`src/rtl/ysyx_210238_trap_ctrl_if.sv`:
```
// Clint-side CSR write port and fetch redirect bundle
// driven by the trap sequencer.
interface ysyx_210238_trap_ctrl_if;
  logic        o_csr_wen;
  logic [11:0] o_csr_waddr;
  logic [63:0] o_csr_wdata;
  logic        o_redirect_valid;
  logic [63:0] o_redirect_pc;

  modport master (
    output o_csr_wen,
    output o_csr_waddr,
    output o_csr_wdata,
    output o_redirect_valid,
    output o_redirect_pc
  );

  modport slave (
    input o_csr_wen,
    input o_csr_waddr,
    input o_csr_wdata,
    input o_redirect_valid,
    input o_redirect_pc
  );
endinterface

```
`src/rtl/ysyx_210238_trap_ctrl.sv`:
```
// Trap sequencer: timer interrupt / ecall / mret entry and exit,
// one CSR write per cycle through the clint port, then a PC redirect.
module ysyx_210238_trap_ctrl #(
  parameter logic [11:0] ADDR_MSTATUS = 12'h300,
  parameter logic [11:0] ADDR_MEPC    = 12'h341,
  parameter logic [11:0] ADDR_MCAUSE  = 12'h342
) (
  input  logic        clk,
  input  logic        rst_n,
  input  logic        i_instr_valid,
  input  logic [63:0] i_pc,
  input  logic        i_ecall,
  input  logic        i_mret,
  input  logic [63:0] i_csr_mstatus,
  input  logic [63:0] i_csr_mepc,
  input  logic [63:0] i_csr_mtvec,
  input  logic        i_global_int_en,
  input  logic        i_mtime_int_en,
  input  logic        i_mtime_int_pend,
  output logic        o_accept,
  output logic        o_stall,
  ysyx_210238_trap_ctrl_if.master bus
);

  typedef enum logic [2:0] {
    IDLE,
    W_MEPC,
    W_MCAUSE,
    W_MSTATUS,
    REDIRECT
  } state_t;

  localparam logic [63:0] CAUSE_TIMER = 64'h8000_0000_0000_0007;
  localparam logic [63:0] CAUSE_ECALL = 64'd11;

  state_t      r_state;
  state_t      w_nxt;
  logic [63:0] r_pc;
  logic [63:0] r_cause;
  logic        r_mret;
  logic [63:0] r_snap;
  logic        r_wen;
  logic [11:0] r_waddr;
  logic [63:0] r_wdata;
  logic        r_rv;
  logic [63:0] r_rpc;

  logic        w_idle;
  logic        w_int;
  logic        w_accept;
  logic        w_is_mret;
  logic [63:0] w_pc_src;
  logic [63:0] w_snap;
  logic        w_mret_src;
  logic [63:0] w_mstatus;
  logic [63:0] w_tgt;

  assign w_idle    = (r_state == IDLE);
  assign w_int     = i_global_int_en & i_mtime_int_en
                   & i_mtime_int_pend;
  assign w_accept  = w_idle & i_instr_valid
                   & (w_int | i_ecall | i_mret);
  assign w_is_mret = ~w_int & ~i_ecall & i_mret;

  assign o_accept = w_accept;
  assign o_stall  = w_accept | ~w_idle;

  // Mret enters W_MSTATUS straight from IDLE, before the latches fill.
  assign w_pc_src   = w_idle ? i_pc : r_pc;
  assign w_snap     = w_idle ? i_csr_mstatus : r_snap;
  assign w_mret_src = w_idle ? w_is_mret : r_mret;

  always_comb begin
    w_mstatus = w_snap;
    w_mstatus[12:11] = 2'b11;
    if (w_mret_src) begin
      w_mstatus[3] = w_snap[7];
      w_mstatus[7] = 1'b1;
    end else begin
      w_mstatus[7] = w_snap[3];
      w_mstatus[3] = 1'b0;
    end
  end

  always_comb begin
    w_nxt = r_state;
    unique case (r_state)
      IDLE: begin
        if (w_accept)
          w_nxt = w_is_mret ? W_MSTATUS : W_MEPC;
      end
      W_MEPC:    w_nxt = W_MCAUSE;
      W_MCAUSE:  w_nxt = W_MSTATUS;
      W_MSTATUS: w_nxt = REDIRECT;
      REDIRECT:  w_nxt = IDLE;
      default:   w_nxt = IDLE;
    endcase
  end

  assign w_tgt = r_mret ? i_csr_mepc
                        : (i_csr_mtvec & ~64'h3);

  always_ff @(posedge clk or negedge rst_n) begin
    if (!rst_n) begin
      r_state <= IDLE;
      r_pc    <= '0;
      r_cause <= '0;
      r_mret  <= 1'b0;
      r_snap  <= '0;
    end else begin
      r_state <= w_nxt;
      if (w_accept) begin
        r_pc    <= i_pc;
        r_cause <= w_int ? CAUSE_TIMER : CAUSE_ECALL;
        r_mret  <= w_is_mret;
        r_snap  <= i_csr_mstatus;
      end
    end
  end

  always_ff @(posedge clk or negedge rst_n) begin
    if (!rst_n) begin
      r_wen   <= 1'b0;
      r_waddr <= '0;
      r_wdata <= '0;
      r_rv    <= 1'b0;
      r_rpc   <= '0;
    end else begin
      r_wen   <= 1'b0;
      r_waddr <= '0;
      r_wdata <= '0;
      r_rv    <= (w_nxt == REDIRECT);
      unique case (1'b1)
        (w_nxt == W_MEPC): begin
          r_wen   <= 1'b1;
          r_waddr <= ADDR_MEPC;
          r_wdata <= w_pc_src;
        end
        (w_nxt == W_MCAUSE): begin
          r_wen   <= 1'b1;
          r_waddr <= ADDR_MCAUSE;
          r_wdata <= r_cause;
        end
        (w_nxt == W_MSTATUS): begin
          r_wen   <= 1'b1;
          r_waddr <= ADDR_MSTATUS;
          r_wdata <= w_mstatus;
        end
        default: ;
      endcase
      if (r_state == REDIRECT)
        r_rpc <= w_tgt;
    end
  end

  assign bus.o_csr_wen        = r_wen;
  assign bus.o_csr_waddr      = r_waddr;
  assign bus.o_csr_wdata      = r_wdata;
  assign bus.o_redirect_valid = r_rv;
  // Target is sampled live during REDIRECT, then held.
  assign bus.o_redirect_pc    = r_rv ? w_tgt : r_rpc;

endmodule

```
`src/flat_wrapper.sv`:
```
// flat-port wrapper written by rule: the top's interface ports become plain ports
module ysyx_210238_trap_ctrl_flat 
#(
  parameter logic [11:0] ADDR_MSTATUS = 12'h300,
  parameter logic [11:0] ADDR_MEPC    = 12'h341,
  parameter logic [11:0] ADDR_MCAUSE  = 12'h342
)
  (clk, rst_n, i_instr_valid, i_pc, i_ecall, i_mret, i_csr_mstatus, i_csr_mepc, i_csr_mtvec, i_global_int_en, i_mtime_int_en, i_mtime_int_pend, o_accept, o_stall, bus_o_csr_wen, bus_o_csr_waddr, bus_o_csr_wdata, bus_o_redirect_valid, bus_o_redirect_pc);
  ysyx_210238_trap_ctrl_if bus_i ();
  input  logic clk;
  input  logic rst_n;
  input  logic i_instr_valid;
  input  logic [63:0] i_pc;
  input  logic i_ecall;
  input  logic i_mret;
  input  logic [63:0] i_csr_mstatus;
  input  logic [63:0] i_csr_mepc;
  input  logic [63:0] i_csr_mtvec;
  input  logic i_global_int_en;
  input  logic i_mtime_int_en;
  input  logic i_mtime_int_pend;
  output logic o_accept;
  output logic o_stall;
  output wire logic [$bits(bus_i.o_csr_wen)-1:0] bus_o_csr_wen;
  output wire logic [$bits(bus_i.o_csr_waddr)-1:0] bus_o_csr_waddr;
  output wire logic [$bits(bus_i.o_csr_wdata)-1:0] bus_o_csr_wdata;
  output wire logic [$bits(bus_i.o_redirect_valid)-1:0] bus_o_redirect_valid;
  output wire logic [$bits(bus_i.o_redirect_pc)-1:0] bus_o_redirect_pc;
  assign bus_o_csr_wen = bus_i.o_csr_wen;
  assign bus_o_csr_waddr = bus_i.o_csr_waddr;
  assign bus_o_csr_wdata = bus_i.o_csr_wdata;
  assign bus_o_redirect_valid = bus_i.o_redirect_valid;
  assign bus_o_redirect_pc = bus_i.o_redirect_pc;
  ysyx_210238_trap_ctrl #(.ADDR_MSTATUS(ADDR_MSTATUS), .ADDR_MEPC(ADDR_MEPC), .ADDR_MCAUSE(ADDR_MCAUSE)) u_core (.clk(clk), .rst_n(rst_n), .i_instr_valid(i_instr_valid), .i_pc(i_pc), .i_ecall(i_ecall), .i_mret(i_mret), .i_csr_mstatus(i_csr_mstatus), .i_csr_mepc(i_csr_mepc), .i_csr_mtvec(i_csr_mtvec), .i_global_int_en(i_global_int_en), .i_mtime_int_en(i_mtime_int_en), .i_mtime_int_pend(i_mtime_int_pend), .o_accept(o_accept), .o_stall(o_stall), .bus(bus_i));
endmodule
```
`config.mk`:
```
export PLATFORM = sky130hd
export DESIGN_NAME = ysyx_210238_trap_ctrl_flat
export DESIGN_NICKNAME = d
export VERILOG_FILES = /design/src/rtl/ysyx_210238_trap_ctrl_if.sv /design/src/rtl/ysyx_210238_trap_ctrl.sv /design/src/flat_wrapper.sv
export SDC_FILE = /design/constraint.sdc
export NUM_CORES = 1
export LEC_CHECK = 0
export CELL_PAD_IN_SITES_DETAIL_PLACEMENT = 1
export CELL_PAD_IN_SITES_GLOBAL_PLACEMENT = 2
export CORE_UTILIZATION = 24
export CTS_BUF_LIST = sky130_fd_sc_hd__clkbuf_8
export DETAILED_ROUTE_END_ITERATION = 7
export HOLD_SLACK_MARGIN = 0.03
export PLACE_DENSITY = 0.78
export SKIP_CTS_REPAIR_TIMING = 1
export SLEW_MARGIN = 20
export SYNTH_ARGS = -nofsm -noshare
export SYNTH_HDL_FRONTEND = slang
export SYNTH_SLANG_ARGS = --single-unit
```
`constraint.sdc`:
```
create_clock -name clk -period 1.7 [get_ports clk]
set_input_delay 0.34 -clock clk [delete_from_list [all_inputs] [get_ports clk]]
set_output_delay 0.34 -clock clk [all_outputs]
set_load 0.02 [all_outputs]
```
==> results of run 1 <==
-- critical path, cell delays in order, from the launching register on --
cell	delay, ns
dfrtp_4	0.50
buf_8	0.15
buf_12	0.14
buf_6	0.12
buf_6	0.11
mux2i_4	0.18
a21oi_2	0.14
buf_6	0.14
-- cells by family (layout without fill, tap and decap cells) --
| family | count (synthesis) | after routing | synth area share [%] |
|---|---|---|---|
| compound gates | 208 | 208 | 12.54 |
| flops | 203 | 203 | 50.97 |
| mux | 184 | 184 | 21.55 |
| simple gates | 206 | 206 | 9.076 |
| buf+inv | 96 | 654 | 5.825 |
| other cells | 1 | 9 | 0.03762 |
-- metrics by stage --
step           hold WS, ns  total power (W)  area [sq um]  util (%)  setup slack [ns]
5_1_grt             0.3036          0.03507         17960     43.90           -0.7358
4_1_cts            -0.3380          0.03025         16360     39.97            -1.260
6_report            0.2928          0.03310         17970     43.90           -0.6581
3_5_place_dp        0.2840          0.02497         15540     37.98           -0.7569
3_3_place_gp        0.2769          0.02463         15540     37.98           -0.7287
2_1_floorplan      0.04441          0.01753         10190         -          -0.01093
-- synth_stat cells, drive strengths merged (2+ instances only) --
library cell,n,area share (%)
nor2,126,4.7
nor3,2,0.10
clkbuf,45,1.7
o31ai,57,4.3
nand3,65,3.3
o21bai,2,0.15
buf,46,3.9
nor3b,4,0.30
or2,2,0.13
o2bb2ai,2,0.18
o21ai,7,0.39
o311ai,4,0.35
nand2,3,0.11
a31oi,2,0.13
a21oi,125,6.3
dfrtp,203,51
mux2i,122,12
inv,5,0.19
mux2,62,9.3
-- sequential cells by signal (all words and copies together) (netlist names) --
signal,cells
u_core.bus.o_csr_wdata,64
u_core.r_rpc,64
u_core.r_snap,62
u_core.bus.o_csr_waddr,4
u_core.r_cause,3
u_core.r_state,3
u_core.bus.o_csr_wen,1
u_core.bus.o_redirect_valid,1
u_core.r_mret,1
-- final timing paths --
| kind | startpoint | to | slack, ns |
|---|---|---|---|
| max in group asynchronous | rst_n | u_core.r_rpc[20] | 0.75 |
| min in group clk | i_pc[57] | u_core.bus.o_csr_wdata[57] | 0.34 |
| worst max-delay path | u_core.r_mret | bus_o_redirect_pc[11] | -0.66 |
| worst min-delay path | rst_n | u_core.bus.o_csr_wdata[52] | 0.29 |
| worst max register to register | u_core.r_state[0] | u_core.r_snap[55] | -0.22 |
| worst min register to register | u_core.r_cause[1] | u_core.r_cause[1] | 0.47 |
-- power breakdown --
part / internal (W) / switching (W)
logic: 0.0104 / 0.00965
clock network: 0.00284 / 0.00220
registers: 0.00690 / 0.00112
total: 0.0201 / 0.0130
-- metal layers --
layer / vias to the layer above / GRT usage, %
met5: - / 0
met4: 2 / 5.436
met3: 61 / 5.290
met2: 300 / 28.66
met1: 4498 / 19.44
li1: 4269 / -
-- cell type report --
type	instances	area, sq um	share of cell area (%)
timing repair buffer	579	6027	33.54
multi-input combinational	605	5336	29.70
sequential	203	5087	28.31
clock buffer	51	701.9	3.907
tap	532	665.6	3.705
clock inverter	19	112.6	0.6267
inverter	5	31.28	0.1741
antenna	2	5.005	0.02786
==> out/qor.csv, run 1 <==
metric;value;unit
coreArea;40920;sq um
grt_pass1_wl;54430;um
met1Wirelength;15710;um
clockBufferDepth;3;
grt_pass1_vias;9823;
netlist_area;9967;sq um
grt_usage;16.63;%
num_io_pins;408;
clk_latency;0.56;ns
cts_htree_levels;2;
crit_arrival;2.02;ns
num_rows;74;
place_inst;1877;
violations;setup timing;
syn_to_final_growth;80.27;%
p_leak;8.423;nW
clockRootBuffer;clkbuf_8;
skew;0.02964;ns
synth_seq_cells;203;
min_period;2.358;ns
cts_made_buffers;39;
dp_hpwl;26390;um
yosysSeqAreaShare;50.97;%
top_layer;met5;
final_max_slew_viol_count;0;
fmaxAchievable;424.1;MHz
required;1.36;ns
reg2regPathDepth;7;
drt_iter0_drc;222;
layout_commonest_cell;clkdlybuf4s50_1;
ir_worst_vdd;662.9;uV
avgSynthCellArea;11.10;sq um
power_density;1842;nW/um^2
hold_path_class;in2async;
critical_path_class;reg2out;
async_flop_share;100.0;%
critPathLaunchType;register;
routed_wl;39230;um
die_h;205.8;um
ys.flop_type;dfrtp_1;
grt_max_degree;66;
portBuffers;396;
hold_violations;0;
fin_setup_tns;-47.42;ns
grt_overflow;0;
drt_pass1_iterations;4;
cts.sinks;203;
worst_setup_path_end_kind;primary output;
fin_crit_sh;138.7;%
final_cell_mix;clkdlybuf4s50_1, dfrtp_1, buf_4;
ys_warn_count;0;
netlist_instances;898;
ant_nets;0;
wl_per_cell;19.66;um
synth-edff-count;0;
finalWorstSetupSlack;-0.6581;ns
nNetsFinal;1697;
drcViolationCount;0;
cts.clk_slew.worst_paths;0.06;ns
wl_met2;19500;um
tightest_slew;0.5051;ns
wl_met3;3065;um
gp_congestion;0.7420;
drv_cap;0;
vias;9130;
drive_above_1_share;34.88;%
rsz0062_at_grt;yes;
tritoncts;done;
synth_cell_types;39;
status;finished, violations left;
fin_cells;1996;
start_util;24.35;%
antenna_found_initial;3;
crit_fanout;8;
slew_headroom;66.33;%
setup_viol;171;
die_area;42350;sq um
die_w;205.8;um
nFillCells;4364;
viasPerCell;4.574;
(Power assumes the default switching activity.)
==> inputs of run 2 (changes only) <==
CAP_MARGIN = 40   (was not set)
CORE_MARGIN = 1.5   (was not set)
CORE_UTILIZATION = 27   (was 24)
PLACE_DENSITY = 0.83   (was 0.78)
clock period = 2.5 ns   (was 1.7 ns; I/O delays follow)
==> run 2 against run 1 <==
Compared with the run above:
- the run now ends clean
- register-to-register slack improved by 0.57 ns
- cell count decreased by 9.9%
- count of clock-buffer cells in the layout decreased by 4
- utilization decreased by 0.65 points
- wire length decreased by 7.0%
- first-iteration DRC count increased by 46%
- critical path depth decreased by 2
- critical path type unchanged
- largest cell class is now registers
- sequential power decreased by 33%
- via count decreased by 4.9%
- global-route usage increased by 1.5 points
==> out/qor.csv, run 2 (synthesis results as in run 1) <==
metric;value;unit;change
multi_input_area;4772;sq um;was 5336 sq um
fmaxAchievable;406.4;MHz;
critPathLaunchType;register;;unchanged
seq_area;5087;sq um;unchanged
critPathMaxStageDelay;0.52;ns;was 0.50 ns
p_leak;6.624;nW;was 8.423 nW
antenna_found_initial;4;;was 3
wl_per_cell;20.29;um;was 19.66 um
die_w;195.1;um;was 205.8 um
status;finished, final reports clean;;was finished, violations left
required;2.00;ns;was 1.36 ns
drcViolationCount;0;;unchanged
layout_commonest_cell;clkdlybuf4s50_1;;unchanged
grt_max_degree;73;;was 66
place_ws;-0.2053;ns;was -0.7569 ns
coreArea;36430;sq um;was 40920 sq um
path_buf_inv;3;;was 5
crit_arrival;1.96;ns;was 2.02 ns
hold_path_class;reg2reg;;was in2async
setup_viol;0;;was 171
tightest_slew;0.8270;ns;was 0.5051 ns
worst_setup_path_end_kind;primary output;;unchanged
drt_iter0_drc;325;;was 222
cts.sinks;203;;unchanged
num_rows;70;;was 74
rsz0062_at_grt;yes;;unchanged
nNetsFinal;1571;;was 1697
crit_fanout;10;;was 8
grt_overflow;0;;unchanged
finalWorstSetupSlack;0.03959;ns;was -0.6581 ns
final_max_slew_viol_count;0;;unchanged
min_period;2.460;ns;
portBuffers;396;;unchanged
clockRootBuffer;clkbuf_8;;unchanged
cp_slowest_cell;dfrtp_4;;unchanged
critical_path_class;reg2out;;unchanged
nFillCells;3968;;was 4364
grt_pass1_wl;54220;um;was 54430 um
grt_pass1_vias;9429;;was 9823
p_total;0.01940;W;was 0.03310 W
gp_congestion;0.7447;;was 0.7420
cts_htree_levels;2;;unchanged
vias;8679;;was 9130
cts.clk_slew.worst_paths;0.06;ns;about the same
drt_pass1_iterations;4;;unchanged
num_io_pins;408;;unchanged
cp_top_family;buffers and inverters;;unchanged
viasPerCell;4.827;;was 4.574
drive_above_1_share;20.93;%;was 34.88%
syn_to_final_growth;58.11;%;was 80.27%
die_h;195.1;um;was 205.8 um
hold_violations;0;;unchanged
drv_cap;0;;unchanged
dp_hpwl;25060;um;was 26390 um
ir_worst_vdd;729.6;uV;was 662.9 uV
grt_usage;18.11;%;was 16.63%
cts_made_buffers;39;;unchanged
clk_latency;0.53;ns;was 0.56 ns
power_density;1231;nW/um^2;was 1842 nW/um^2
start_util;27.36;%;was 24.35%
clockBufferDepth;3;;unchanged
fin_crit_sh;98.42;%;
skew;0.02030;ns;was 0.02964 ns
final_cell_mix;clkdlybuf4s50_1, dfrtp_1, nor2_1;;was clkdlybuf4s50_1, dfrtp_1, buf_4
crit_chain;buf_4 > buf_6 > mux2i_1 > a21oi_1 > dlymetal6s2s_1;;was buf_8 > buf_12 > buf_6 > buf_6 > mux2i_4 > a21oi_2 > buf_6
ant_nets;0;;unchanged
tritoncts;done;;unchanged
slew_headroom;44.87;%;was 66.33%
die_area;38080;sq um;was 42350 sq um
routed_wl;36480;um;was 39230 um
==> run 2: cell types whose count changed in the layout (fill, tap and decap cells not counted), sizes merged <==
cell | before | now
clkbuf | 63 | 60
clkinv | 6 | 0
buf | 231 | 83
bufinv | 1 | 0
inv | 16 | 18
dlymetal6s2s | 77 | 28
clkdlybuf4s50 | 258 | 328
clkinvlp | 1 | 2
==> run 2: where the power goes <==
part           internal, W  switching, W  leakage, nW
sequential         0.00469      0.000722         2.41
combinational      0.00517       0.00570         3.81
clock              0.00168       0.00144        0.407
total               0.0115       0.00786         6.62
==> run 2: routing by layer <==
layer	track usage, %	up-vias	part of all wire, %
met5	0	-	0.060
met4	5.484	4	2.6
met1	21.24	4298	41
li1	-	3994	-
met2	30.36	327	47
met3	7.219	56	9.3
==> run 2: final cells by class <==
class                   count  share of cell area (%)
flip-flops and latches    203                   32.28
multi-input cells         605                   30.28
repair buffers            453                   29.04
clock buffers              47                   4.105
well taps                 468                   3.716
clock inverters            15                  0.4049
inverters                   5                  0.1350
diodes                      2                 0.03176
==> run 2: through the flow <==
stage	cells	hold WS [ns]	area (sq um)	TNS, ns	utilization [%]
floorplan	904	0.2044	9990	0	-
global placement	1724	0.4504	14510	-5.654	39.82
detailed placement	1725	0.4523	14540	-8.380	39.89
CTS	1787	-0.06620	15250	-22.47	41.84
global route	1797	0.4811	15760	-0.1035	43.25
finish	1798	0.4648	15760	0	43.25
==> run 2: final timing paths <==
kind / start / end / slack, ns / cells after the start
setup reg to reg: u_core.r_state[0] / u_core.r_snap[63] / 0.35 / 7
max in group asynchronous: rst_n / u_core.bus.o_redirect_valid / 1.24 / 3
hold reg to reg: u_core.r_cause[1] / u_core.r_cause[1] / 0.46 / 1
setup / recovery: u_core.r_mret / bus_o_redirect_pc[13] / 0.04 / 5
min in group asynchronous: rst_n / u_core.bus.o_csr_wdata[34] / 0.55 / 2
hold / removal: u_core.r_cause[1] / u_core.r_cause[1] / 0.46 / 1
